**config.mk**
```make
export PLATFORM = sky130hd
export DESIGN_NAME = dzcpu_uop_sequencer
export DESIGN_NICKNAME = d
export VERILOG_FILES = /design/src/rtl/dzcpu_uop_sequencer.sv
export SDC_FILE = /design/constraint.sdc
export NUM_CORES = 1
export LEC_CHECK = 0
export BUFFER_PORTS_ARGS = -buffer_cell sky130_fd_sc_hd__buf_2
export CAP_MARGIN = 20
export CORE_UTILIZATION = 35
export DETAILED_ROUTE_END_ITERATION = 7
export PLACE_DENSITY = 0.67
export SLEW_MARGIN = 20
export SYNTH_ARGS = -nofsm -noshare
export SYNTH_HDL_FRONTEND = slang
export SYNTH_SLANG_ARGS = --single-unit
```
**constraint.sdc**
```tcl
create_clock -name iClock -period 2.35 [get_ports iClock]
set_input_delay 0.235 -clock iClock [delete_from_list [all_inputs] [get_ports iClock]]
set_output_delay 0.235 -clock iClock [all_outputs]
set_load 0.005 [all_outputs]
```
**src/rtl/dzcpu_uop_sequencer.sv**
```systemverilog
// Micro-program sequencer for the dzcpu core: owns the micro-PC, loads LUT flow indices,
// steps and terminates microcode flows, and injects the interrupt-entry flow between instructions.
module dzcpu_uop_sequencer #(
  parameter int                 UPC_W        = 8,
  parameter logic [UPC_W-1:0]   INT_FLOW_IDX = UPC_W'(175)
) (
  input  logic             iClock,
  input  logic             iReset,
  input  logic [UPC_W-1:0] iFlowIdx,
  input  logic [3:0]       iUopCtl,
  input  logic             iZ,
  input  logic             iStall,
  input  logic             iIme,
  input  logic [4:0]       iIntReq,
  input  logic [4:0]       iIntEn,
  output logic [UPC_W-1:0] oUopAddr,
  output logic             oLutSel,
  output logic             oPcInc,
  output logic             oFlagUpd,
  output logic             oInstrDone,
  output logic [4:0]       oIntAck,
  output logic [7:0]       oIntVector,
  output logic             oFault
);

  typedef enum logic [1:0] {S_IDLE, S_DECODE, S_EXEC, S_INT} state_e;

  state_e           state_q, state_d;
  logic [UPC_W-1:0] upc_q, upc_d;
  logic             sel_q, sel_d;
  logic [7:0]       vec_q, vec_d;
  logic             fault_q, fault_d;
  logic [4:0]       pend_q, pend_d;

  logic             pc_inc, flag_upd, instr_done;
  logic [4:0]       int_ack;
  logic             eof, step;
  logic [2:0]       int_n;
  logic [4:0]       int_hit;

  assign int_hit = iIntReq & iIntEn;

  // Priority encode the request mask captured at end-of-flow: lowest bit wins.
  always_comb begin
    int_n = 3'd0;
    for (int i = 4; i >= 0; i--)
      if (pend_q[i]) int_n = 3'(i);
  end

  always_comb begin
    state_d    = state_q;
    upc_d      = upc_q;
    sel_d      = sel_q;
    vec_d      = vec_q;
    fault_d    = fault_q;
    pend_d     = pend_q;
    pc_inc     = 1'b0;
    flag_upd   = 1'b0;
    instr_done = 1'b0;
    int_ack    = 5'd0;
    eof        = 1'b0;
    step       = 1'b0;

    if (!iStall) begin
      unique case (state_q)
        S_IDLE: state_d = S_DECODE;
        S_DECODE: begin
          upc_d   = iFlowIdx;
          state_d = S_EXEC;
        end
        S_EXEC: begin
          unique case (iUopCtl)
            4'd0: step = 1'b1;
            4'd1: begin pc_inc = 1'b1; step = 1'b1; end
            4'd2: eof = 1'b1;
            4'd3: begin pc_inc = 1'b1; eof = 1'b1; end
            4'd4: begin flag_upd = 1'b1; eof = 1'b1; end
            4'd5: begin pc_inc = 1'b1; flag_upd = 1'b1; eof = 1'b1; end
            4'd6: begin pc_inc = 1'b1; eof = iZ;  step = !iZ; end
            4'd7: begin pc_inc = 1'b1; eof = !iZ; step = iZ;  end
            4'd8: begin
              pc_inc  = 1'b1;
              sel_d   = 1'b1;
              state_d = S_DECODE;
            end
            4'd9: begin flag_upd = 1'b1; step = 1'b1; end
            default: begin step = 1'b1; fault_d = 1'b1; end
          endcase
          if (step) begin
            upc_d = upc_q + 1'b1;
            if (&upc_q) fault_d = 1'b1;
          end
          // Interrupts are only considered here, so a request must still be up on the end cycle.
          if (eof) begin
            instr_done = 1'b1;
            sel_d      = 1'b0;
            pend_d     = int_hit;
            state_d    = (iIme && |int_hit) ? S_INT : S_DECODE;
          end
        end
        S_INT: begin
          int_ack = pend_q & (~pend_q + 5'd1);
          vec_d   = 8'h40 + {2'b00, int_n, 3'b000};
          upc_d   = INT_FLOW_IDX;
          state_d = S_EXEC;
        end
        default: state_d = S_IDLE;
      endcase
    end
  end

  always_ff @(posedge iClock or negedge iReset) begin
    if (!iReset) begin
      state_q <= S_IDLE;
      upc_q   <= '0;
      sel_q   <= 1'b0;
      vec_q   <= 8'd0;
      fault_q <= 1'b0;
      pend_q  <= 5'd0;
    end else begin
      state_q <= state_d;
      upc_q   <= upc_d;
      sel_q   <= sel_d;
      vec_q   <= vec_d;
      fault_q <= fault_d;
      pend_q  <= pend_d;
    end
  end

  assign oUopAddr   = upc_q;
  assign oLutSel    = sel_q;
  assign oPcInc     = pc_inc;
  assign oFlagUpd   = flag_upd;
  assign oInstrDone = instr_done;
  assign oIntAck    = int_ack;
  assign oIntVector = vec_q;
  assign oFault     = fault_q;

endmodule
```
== After elaboration in Yosys (flattened, before gate mapping) ==
Index checks and enable logic that the tools add are counted.

* Input bits: 27
* Logic and storage cells: 80
* Register bits: 25

* Equal/unequal tests: 14
* Bitwise logic cells: 4
* Reductions and logical operators: 20
* Add/sub/neg operators: 3
* Muxes and demuxes: 33

{| class="wikitable"
|+ Operator list
! kind !! number
|-
| one-hot mux 8 bit (3 select lines) || 1
|-
| two-way mux 1 bit || 18
|-
| == test 4 x 3 -> 1 bit (second input constant) || 4
|-
| two-way mux 3 bit || 5
|-
| bitwise AND 5 bit || 2
|-
| two-way mux 5 bit || 2
|-
| OR reduction 10 bit || 1
|-
| OR reduction 5 bit || 2
|-
| AND reduction 3 bit || 3
|-
| adder 7 x 6 -> 8 bit (first input constant) || 1
|-
| adder 8 x 1 -> 8 bit (second input constant) || 1
|-
| == test 4 x 2 -> 1 bit (second input constant) || 2
|-
| == test 4 bit (second input constant) || 2
|-
| two-way mux 8 bit || 1
|-
| AND reduction 8 bit || 1
|-
| two-way mux 2 bit || 3
|-
| one-hot mux 1 bit (3 select lines) || 2
|-
| one-hot mux 2 bit (3 select lines) || 1
|-
| AND reduction 2 bit || 3
|-
| OR reduction 6 bit || 1
|-
| adder 5 x 1 -> 5 bit (second input constant) || 1
|-
| NOT 5 bit || 1
|-
| == test 2 bit (second input constant) || 2
|-
| == test 4 x 1 -> 1 bit (second input constant) || 1
|-
| 13 further kinds || 13
|}

== Logic depth before layout (Yosys ltp) ==
Gate-level depths: netlist of the first run.

* Depth after elaboration: 8
* Depth in mapped cells: 5
* Mapped depth without buffers: 5

== Worst setup path before layout of the first run ==
No wires, ideal clock.

* Path kind: input-to-reg
* From: in iUopCtl[1]
* To: reg upc_q[0], in the netlist oUopAddr[0]
* Setup slack: 0.700 ns
* Required time: 2.222 ns
* Cell stages on the path: 5
* Setup time: 0.128 ns
* Arrival: 1.523 ns
* Path through: clkbuf_2 -> or4b_1 -> nand4b_1 -> o22a_4 -> mux2_1

* Word-level cells in the longest chain between the ends: 7

{| class="wikitable"
|+ Ends and longest elaborated chain
! what !! line !! RTL
|-
| from (decl) || 10 || <nowiki>input logic [3:0] iUopCtl,</nowiki>
|-
| == test 4 bit (tied with other cells) || 72 || <nowiki>unique case (iUopCtl)</nowiki>
|-
| OR reduction 5 bit (no source line) || -- ||
|-
| one-hot mux 1 bit (3 select lines) (*) || 72 ||
|-
| two-way mux 1 bit (*) || 65 || <nowiki>unique case (state_q)</nowiki>
|-
| two-way mux 1 bit (*) || 64 || <nowiki>if (!iStall) begin</nowiki>
|-
| inequality test 2 x 1 -> 1 bit (no source line) (*) || -- ||
|-
| AND reduction 3 bit (no source line) (*) || -- ||
|-
| to (signal assigned) || 122 || <nowiki>upc_q <= upc_d;</nowiki>
|-
| to (decl) || 29 || <nowiki>logic [UPC_W-1:0] upc_q, upc_d;</nowiki>
|}

Mark *: on every way between the ends. The rest lies on a longest branch, timed or not. The select of a mux whose other input is x is not followed.
A chain may end at the register's enable or synchronous reset.

== Final worst setup path of the first run ==
* From: reg state_q[0]
* To: out oIntAck[3]

* Word-level cells in the longest chain between the ends: 3

{| class="wikitable"
|+ Ends and longest elaborated chain
! what !! line !! RTL
|-
| from (decl) || 28 || <nowiki>state_e state_q, state_d;</nowiki>
|-
| from (signal assigned) || 121 || <nowiki>state_q <= state_d;</nowiki>
|-
| == test 2 bit || 65 ||
|-
| two-way mux 5 bit || 65 ||
|-
| two-way mux 5 bit || 64 ||
|-
| to (decl) || 21 || <nowiki>output logic [4:0] oIntAck,</nowiki>
|}

No other way between the ends.

==> out/qor.yml, run 1 <==
sta:
  worst_pin_slew_ns: 0.618
  setup_viol: 0
  period_needed_ns: 2.16
  tns_ns: 0
  setup_slack_ns: 0.190
  slew_violations: 0
  finClkSkew_ns: 0.00693
  hold_viol_final: 0
  relSlewSlack_pct: 58.2
  fmax_mhz: 463
  rsz0062_at_grt: "false"
  timing.final.crit_share_pct: 91.9
global_routing:
  track_usage_pct: 17.3
  antenna_found_initial: 0
  grt_max_degree: 22
  grt_pass1_vias: 1207
  grt_pass1_wl_um: 5510
  overflow: 0
critical_path:
  cp_max_fo: 8
  cp-endpoint: "oIntAck[3]"
  ff2ff_path_depth: 4
  path_class: "flip-flop to output pin"
  worstReg2RegStart: "state_q[0]"
  ff2ff_setup_slack_ns: 0.60
  reg2reg_to: "pend_q[3]"
  critPathLaunch: "state_q[0]"
  cp.arrival_ns: 1.92
  crit_required_ns: 2.12
  endpoint_kind: "output pin"
  crit_path_start_kind: "flip-flop"
power:
  p_per_area_mw_per_mm2: 956
  p_leak_uw: 0.000789
  clkPwrFrac_pct: 15.0
  ir_drop_v: 0.000475
  pwr-share-comb_pct: 42.9
  sw_frac_of_total_pct: 40.8
  p_sw_uw: 654
  pwr-share-seq_pct: 42.1
  internal_power_uw: 949
place:
  hpwlAfterDp_um: 2540
  pre_cts_ws_ns: 0.529
  finalWeightedCongestion: 0.860
  port_buffers: 48
floorplan:
  fp.dieW_um: 64.2
  coreArea_mm2: 0.00369
  core.rowCount: 22
  dieArea_mm2: 0.00412
  start_util_pct: 36.7
  pin_count: 53
  dieHeight_um: 64.2
finish:
  area_growth_pct: 24.0
  final_core_util_pct: 45.5
  fillCellCount: 396
  num_antenna_cells: 0
  final_common_cell: "buf_2"
  drive_above_1_share_pct: 30.5
  num-nets-final: 229
  layout_common_cells: "buf_2, dfrtp_1, nor2_1"
run_status:
  outcome: "finished clean"
route:
  ant_nets: 0
  post_drt_wl_per_cell_um: 13.6
  drt-initial-drc-count: 50
  drt-total-wl_um: 3380
  drc: 0
  vias: 1282
  vias_per_cell: 5.17
  drt-pass1-iter-count: 4
logic_synthesis:
  syn_area_per_cell_um2: 8.96
  ys_seq_area_share_pct: 38.9
  synth_top_area_share_pct: 38.9
  yosysTopAreaCell: "dfrtp_1"
  ys_top_cells_by_area: "dfrtp_1, mux2i_1, nor2_1"
  ys_seq_elements: 21
  syn_area_mm2: 0.00135
  synth_edf_count: 0
  yosys_warnings: 0
  synthCells: 151
  async_flop_share_pct: 100
  ys.flop_type: "dfrtp_1"
  synth.distinct_cells: 48
clock_network:
  path_clk_slew_ns: 0.08
  htree_levels: 1
  insertion_delay_ns: 0.26
  cts_root_buf: "clkbuf_8"
  cts_tree: "done"
  cts_sinks: 21
  ctsResizeCount: 0
  clk_path_buf_depth: 2
  cts_buffers: 3
worst_hold_path:
  hold_path.class: "primary input to flip-flop"
flow_run:
  cap_violations: 0
==> worst max-delay path, stage by stage, from the launching register on <==
cell and delay (ns):
dfrtp_1 0.45, nor2b_1 0.48, nand2_1 0.15, nor3_1 0.26, and3_1 0.21, buf_2 0.11
==> through the flow <==
stage / hold slack, ns / instance area [um2] / total power, uW / std cells
after floorplan: -0.0606 / 1360 / 1090 / 154
after global placement: 0.222 / 1620 / 1360 / 243
after detailed placement: 0.228 / 1620 / 1370 / 243
after CTS: 0.221 / 1680 / 1610 / 248
after global routing: 0.228 / 1680 / 1730 / 248
final: 0.223 / 1680 / 1600 / 248
==> what timing repair did <==
item / in CTS / in global routing
hold endpoints to repair: 21 / 0
hold buffers: 1 / 0
endpoints found under the setup margin: 0 / 0
setup buffers: 0 / 0
==> logic make-up (layout without fill, tap and decap cells) <==
group / count (synthesis) / count (layout) / share of synthesized area (%)
and+or+nand+nor: 67 / 67 / 28.4
AOI/OAI and AO/OA: 30 / 30 / 17.0
buffers and inverters: 22 / 68 / 7.86
DFF: 21 / 21 / 38.9
muxes: 8 / 8 / 6.01
adders and majority gates: 1 / 1 / 0.925
other: 1 / 4 / 0.277
xor gates and xnor gates: 1 / 1 / 0.648
==> layer usage <==
layer	part of all wire (%)	vias up	track usage, %
li1	-	642	-
met1	46	590	21.5
met2	48	46	29.0
met3	5.1	4	4.64
met4	0.95	0	5.28
met5	0	-	0
==> synth_stat cells, drive strengths merged, types with 2 or more instances <==
library cell  instances
clkbuf                4
nor4                  4
or3                   4
o41ai                 2
inv                  13
nand4                 2
dfrtp                21
nor2                 15
nand2b                7
nor2b                 2
nand3                 4
o31ai                 3
or4b                  2
and3                  4
o21ai                 3
a21oi                 7
o32ai                 2
a31oi                 2
nand2                12
mux2i                 7
nor3                  6
a221oi                2
buf                   5
==> final cells by class <==
class / count / area [um2] / share of cell area, %
Multi-Input combinational cell: 111 / 732 / 43.7
Sequential cell: 21 / 526 / 31.3
Timing Repair Buffer: 51 / 265 / 15.8
Tap cell: 48 / 60.1 / 3.58
Inverter: 13 / 48.8 / 2.91
Clock buffer: 4 / 45.0 / 2.69
==> worst min-delay path by stage <==
stage	startpoint	to	depth (start not counted)
after floorplan	iReset	oFault	0
after global placement	iReset	oUopAddr[4]	1
after detailed placement	iReset	oUopAddr[1]	1
after CTS	iIntEn[0]	pend_q[0]	3
after global routing	iIntEn[1]	pend_q[1]	3
final	iIntEn[0]	pend_q[0]	3
==> state kept, by name, indices dropped and copies added, names as in the netlist <==
name        count
oIntVector      4
oLutSel         1
state_q         2
oUopAddr        8
pend_q          5
oFault          1
==> power groups by stage <==
stage	clock [uW]	combinational [uW]	sequential (uW)
after global routing	266	768	700
after CTS	251	691	673
after detailed placement	0	687	680
after global placement	0	684	674
after floorplan	0	445	650
final	241	687	675
Power figures use the tool's default switching activity.
==> inputs of run 2 (changes only) <==
--- a/config.mk
+++ b/config.mk
@@ -5,11 +5,13 @@
 export SDC_FILE = /design/constraint.sdc
 export NUM_CORES = 1
 export LEC_CHECK = 0
-export BUFFER_PORTS_ARGS = -buffer_cell sky130_fd_sc_hd__buf_2
 export CAP_MARGIN = 20
+export CELL_PAD_IN_SITES_DETAIL_PLACEMENT = 1
+export CELL_PAD_IN_SITES_GLOBAL_PLACEMENT = 1
 export CORE_UTILIZATION = 35
 export DETAILED_ROUTE_END_ITERATION = 7
-export PLACE_DENSITY = 0.67
+export DONT_BUFFER_PORTS = 1
+export PLACE_DENSITY = 0.69
 export SLEW_MARGIN = 20
 export SYNTH_ARGS = -nofsm -noshare
 export SYNTH_HDL_FRONTEND = slang
==> out/qor.yml, run 2 (synthesis results as in run 1) <==
route:
  post_drt_wl_per_cell_um: 19.1
  vias: 1200
  drc: 0
  ant_nets: 0
  drt-pass1-iter-count: 4
  vias_per_cell: 5.97
  drt-initial-drc-count: 54
  drt-total-wl_um: 3830
finish:
  num_antenna_cells: 0
  largest_register_ffs: 8
  fillCellCount: 453
  num-nets-final: 182
  layout_common_cells: "dfrtp_1, nor2_1, inv_1"
  drive_above_1_share_pct: 9.15
  final_core_util_pct: 39.1
  register_area_um2: 526
  area_growth_pct: 6.57
  multiInputGateArea_um2: 732
  final_common_cell: "dfrtp_1"
sta:
  rsz0062_at_grt: "false"
  hold_viol_final: 0
  fmax_mhz: 463
  worst_pin_slew_ns: 0.581
  period_needed_ns: 2.16
  setup_slack_ns: 0.192
  finClkSkew_ns: 0.00352
  setup_viol: 0
  tns_ns: 0
  slew_violations: 0
  timing.final.crit_share_pct: 91.8
  relSlewSlack_pct: 61.0
place:
  hpwlAfterDp_um: 2990
  pre_cts_ws_ns: 0.468
  finalWeightedCongestion: 0.841
  port_buffers: 0
clock_network:
  cts_sinks: 21
  insertion_delay_ns: 0.27
  cts_buffers: 3
  htree_levels: 1
  path_clk_slew_ns: 0.08
  clk_path_buf_depth: 2
  cts_tree: "done"
  cts_setup_buffers: 0
  cts_root_buf: "clkbuf_8"
global_routing:
  grt_max_degree: 22
  antenna_found_initial: 0
  grt_pass1_vias: 1276
  track_usage_pct: 19.9
  grt_pass1_wl_um: 6270
  overflow: 0
run_status:
  outcome: "finished clean"
critical_path:
  max_stage_delay_ns: 0.50
  path_buf_inv: 0
  crit_path_start_kind: "flip-flop"
  crit_chain: "nor2b_1 > nand2_1 > nor3_1 > and3_1"
  critPathTopFamily: "simple AND/OR/NAND/NOR gates"
  endpoint_kind: "output pin"
  cp.arrival_ns: 1.92
  path_class: "flip-flop to output pin"
  cp_max_fo: 8
  crit_required_ns: 2.12
  cp_slowest_cell: "nor2b_1"
power:
  ir_drop_v: 0.000365
  p_leak_uw: 0.000593
  p_per_area_mw_per_mm2: 1050
flow_run:
  cap_violations: 0
floorplan:
  start_util_pct: 36.7
  fp.dieW_um: 64.2
  coreArea_mm2: 0.00369
  core.rowCount: 22
  dieHeight_um: 64.2
  pin_count: 53
  dieArea_mm2: 0.00412
worst_hold_path:
  hold_path.class: "primary input to flip-flop"
[run 2: cell count changes in the layout (fill, tap and decap cells not counted), sizes merged]
cell  before  now
buf       50    3
[run 2: cell type report]
class	instances	area share (%)
repair buffers	4	2.08
inverters	13	3.39
well taps	48	4.17
multi-input cells	111	50.8
clock buffers	4	3.13
flip-flops and latches	21	36.5
[run 2: per-layer routing]
| metal | routed length (um) | global-route usage, % |
|---|---|---|
| met2 | 2090 | 38.2 |
| met3 | 254 | 4.64 |
| met1 | 1440 | 20.9 |
| met5 | 0 | 0 |
| met4 | 43 | 6.94 |
[run 2: path summary, 6_finish.rpt]
path	slack, ns	endpoint	cells after the start	startpoint
setup / recovery	0.19	oIntAck[3]	4	state_q[0]
hold / removal	0.08	state_q[0]	1	iStall
setup reg to reg	0.42	pend_q[2]	4	state_q[1]
hold reg to reg	0.51	oIntVector[3]	2	oIntVector[3]
max in group asynchronous	1.55	oLutSel	2	iReset
min in group asynchronous	0.46	oUopAddr[3]	2	iReset
[run 2: what timing repair did]
action,4_1_cts,5_1_grt
endpoints found under the hold margin,21,21
hold buffers,1,1
gates resized for setup,0,0
[run 2: per-stage QoR]
step	area, um2	std cells	hold slack (ns)	total power (uW)
CTS	1440	200	0.0795	1520
detailed placement	1380	195	-0.0596	1260
global placement	1380	195	-0.0601	1220
finish	1440	201	0.0816	1510
floorplan	1360	154	-0.0606	1090
global route	1440	201	0.0735	1640
[run 2: where the power goes]
part	switching, uW	internal (uW)	leakage [uW]
sequential	216	507	0.000248
combinational	310	232	0.000323
clock	126	121	0.0000228
==> inputs of run 3 (changes only) <==
--- a/config.mk
+++ b/config.mk
@@ -8,11 +8,12 @@
 export CAP_MARGIN = 20
 export CELL_PAD_IN_SITES_DETAIL_PLACEMENT = 1
 export CELL_PAD_IN_SITES_GLOBAL_PLACEMENT = 1
-export CORE_UTILIZATION = 35
+export CORE_UTILIZATION = 48
 export DETAILED_ROUTE_END_ITERATION = 7
 export DONT_BUFFER_PORTS = 1
-export PLACE_DENSITY = 0.69
+export PLACE_DENSITY = 0.88
 export SLEW_MARGIN = 20
 export SYNTH_ARGS = -nofsm -noshare
 export SYNTH_HDL_FRONTEND = slang
 export SYNTH_SLANG_ARGS = --single-unit
+export TNS_END_PERCENT = 100
==> out/qor.yml, run 3 (synthesis results as in run 1) <==
sta:
  rsz0062_at_grt: "false"
  fin_hold_ws_ns: 0.00138
  fmax_mhz: 455
  timing.final.crit_share_pct: 93.6
  setup_viol: 0
  finClkSkew_ns: 0.00653
  hold_viol_final: 0
  relSlewSlack_pct: 60.1
  tns_ns: 0
  period_needed_ns: 2.20
  slew_violations: 0
  setup_slack_ns: 0.150
  worst_pin_slew_ns: 0.594
critical_path:
  path_class: "flip-flop to output pin"
  cp_max_fo: 13
  endpoint_kind: "output pin"
  crit_required_ns: 2.12
  crit_path_start_kind: "flip-flop"
  cp.arrival_ns: 1.96
global_routing:
  grt_pass1_wl_um: 5380
  antenna_found_initial: 0
  grt_max_degree: 22
  overflow: 0
  track_usage_pct: 25.5
  grt_pass1_vias: 1137
route:
  top_layer: "met4"
  ant_nets: 0
  wl_met1_um: 1510
  wl_met2_um: 1780
  drt-initial-drc-count: 26
  wl_met3_um: 226
  vias_per_cell: 6.42
  post_drt_wl_per_cell_um: 19.5
  drt-pass1-iter-count: 6
  vias: 1174
  drt-total-wl_um: 3570
  drc: 0
finish:
  num_antenna_cells: 0
  num-nets-final: 182
  layout_common_cells: "dfrtp_1, nor2_1, inv_1"
  final_common_cell: "dfrtp_1"
  largest_register_ffs: 8
  area_growth_pct: 3.79
  fillCellCount: 296
  drive_above_1_share_pct: 9.80
  final_cell_area_mm2: 0.00140
floorplan:
  dieHeight_um: 55.1
  start_util_pct: 52.7
  pin_count: 53
  dieArea_mm2: 0.00303
  coreArea_mm2: 0.00257
  core.rowCount: 18
  fp.dieW_um: 55.1
clock_network:
  path_clk_slew_ns: 0.13
  insertion_delay_ns: 0.32
  clk_path_buf_depth: 2
  cts_root_buf: "clkbuf_4"
  cts_buffers: 3
  htree_levels: 1
  cts_sinks: 21
  cts_tree: "done"
  cts_setup_buffers: 0
place:
  hpwlAfterDp_um: 2780
  pre_cts_ws_ns: 0.404
  place_area_mm2: 0.00136
  port_buffers: 0
  finalWeightedCongestion: 0.883
run_status:
  outcome: "finished clean"
power:
  p_per_area_mw_per_mm2: 1040
  p_leak_uw: 0.000585
  power_uw: 1460
  ir_drop_v: 0.000688
flow_run:
  cap_violations: 0
worst_hold_path:
  hold_path.class: "primary input to flip-flop"
## run 3: cell count changes in the layout (fill, tap and decap cells not counted), sizes merged
cell,delta
clkbuf,-1
clkinvlp,+1
## run 3: path summary, 6_finish.rpt
path                               start            end  slack (ns)  cells past startpoint
max                           state_q[1]     oInstrDone        0.15                      3
min                               iStall     state_q[0]       0.001                      1
max reg2reg                   state_q[1]      pend_q[0]        0.35                      4
min reg2reg                oIntVector[6]  oIntVector[6]        0.51                      1
max in group asynchronous         iReset  oIntVector[5]        1.62                      2
min in group asynchronous         iReset    oUopAddr[5]        0.40                      2
## run 3: where the power goes
group	switching [uW]	internal, uW
Clock	125	65.0
Combinational	313	233
Sequential	214	506
## run 3: layout make-up
class                   instances  area, um2  share of cell area, %
flip-flops and latches         21        526                   37.4
clock buffers                   3       22.5                   1.60
inverters                      13       48.8                   3.48
repair buffers                  4       30.0                   2.14
well taps                      30       37.5                   2.67
clock inverters                 1       7.51                  0.535
multi-input cells             111        732                   52.1
## run 3: per-layer routing
layer	GRT usage, %	vias to the layer above
li1	-	546
met1	31.2	577
met2	44.6	44
met3	5.19	7
met4	7.50	0
met5	0	-
## run 3: through the flow
step / utilization [%] / instances
after floorplan: - / 154
after global placement: 52.9 / 177
after detailed placement: 52.9 / 177
after CTS: 54.5 / 182
after global routing: 54.7 / 183
final: 54.7 / 183
## run 3: what timing repair did
item / in CTS / in global routing
endpoints found under the hold margin: 21 / 21
hold buffers: 1 / 1
gates resized for setup: 0 / 0
## run 3: critical path, cell delays in order (launching register included)
cell and delay, ns:
dfrtp_1 0.63, and2b_1 0.29, nand2b_2 0.14, nor4_4 0.58
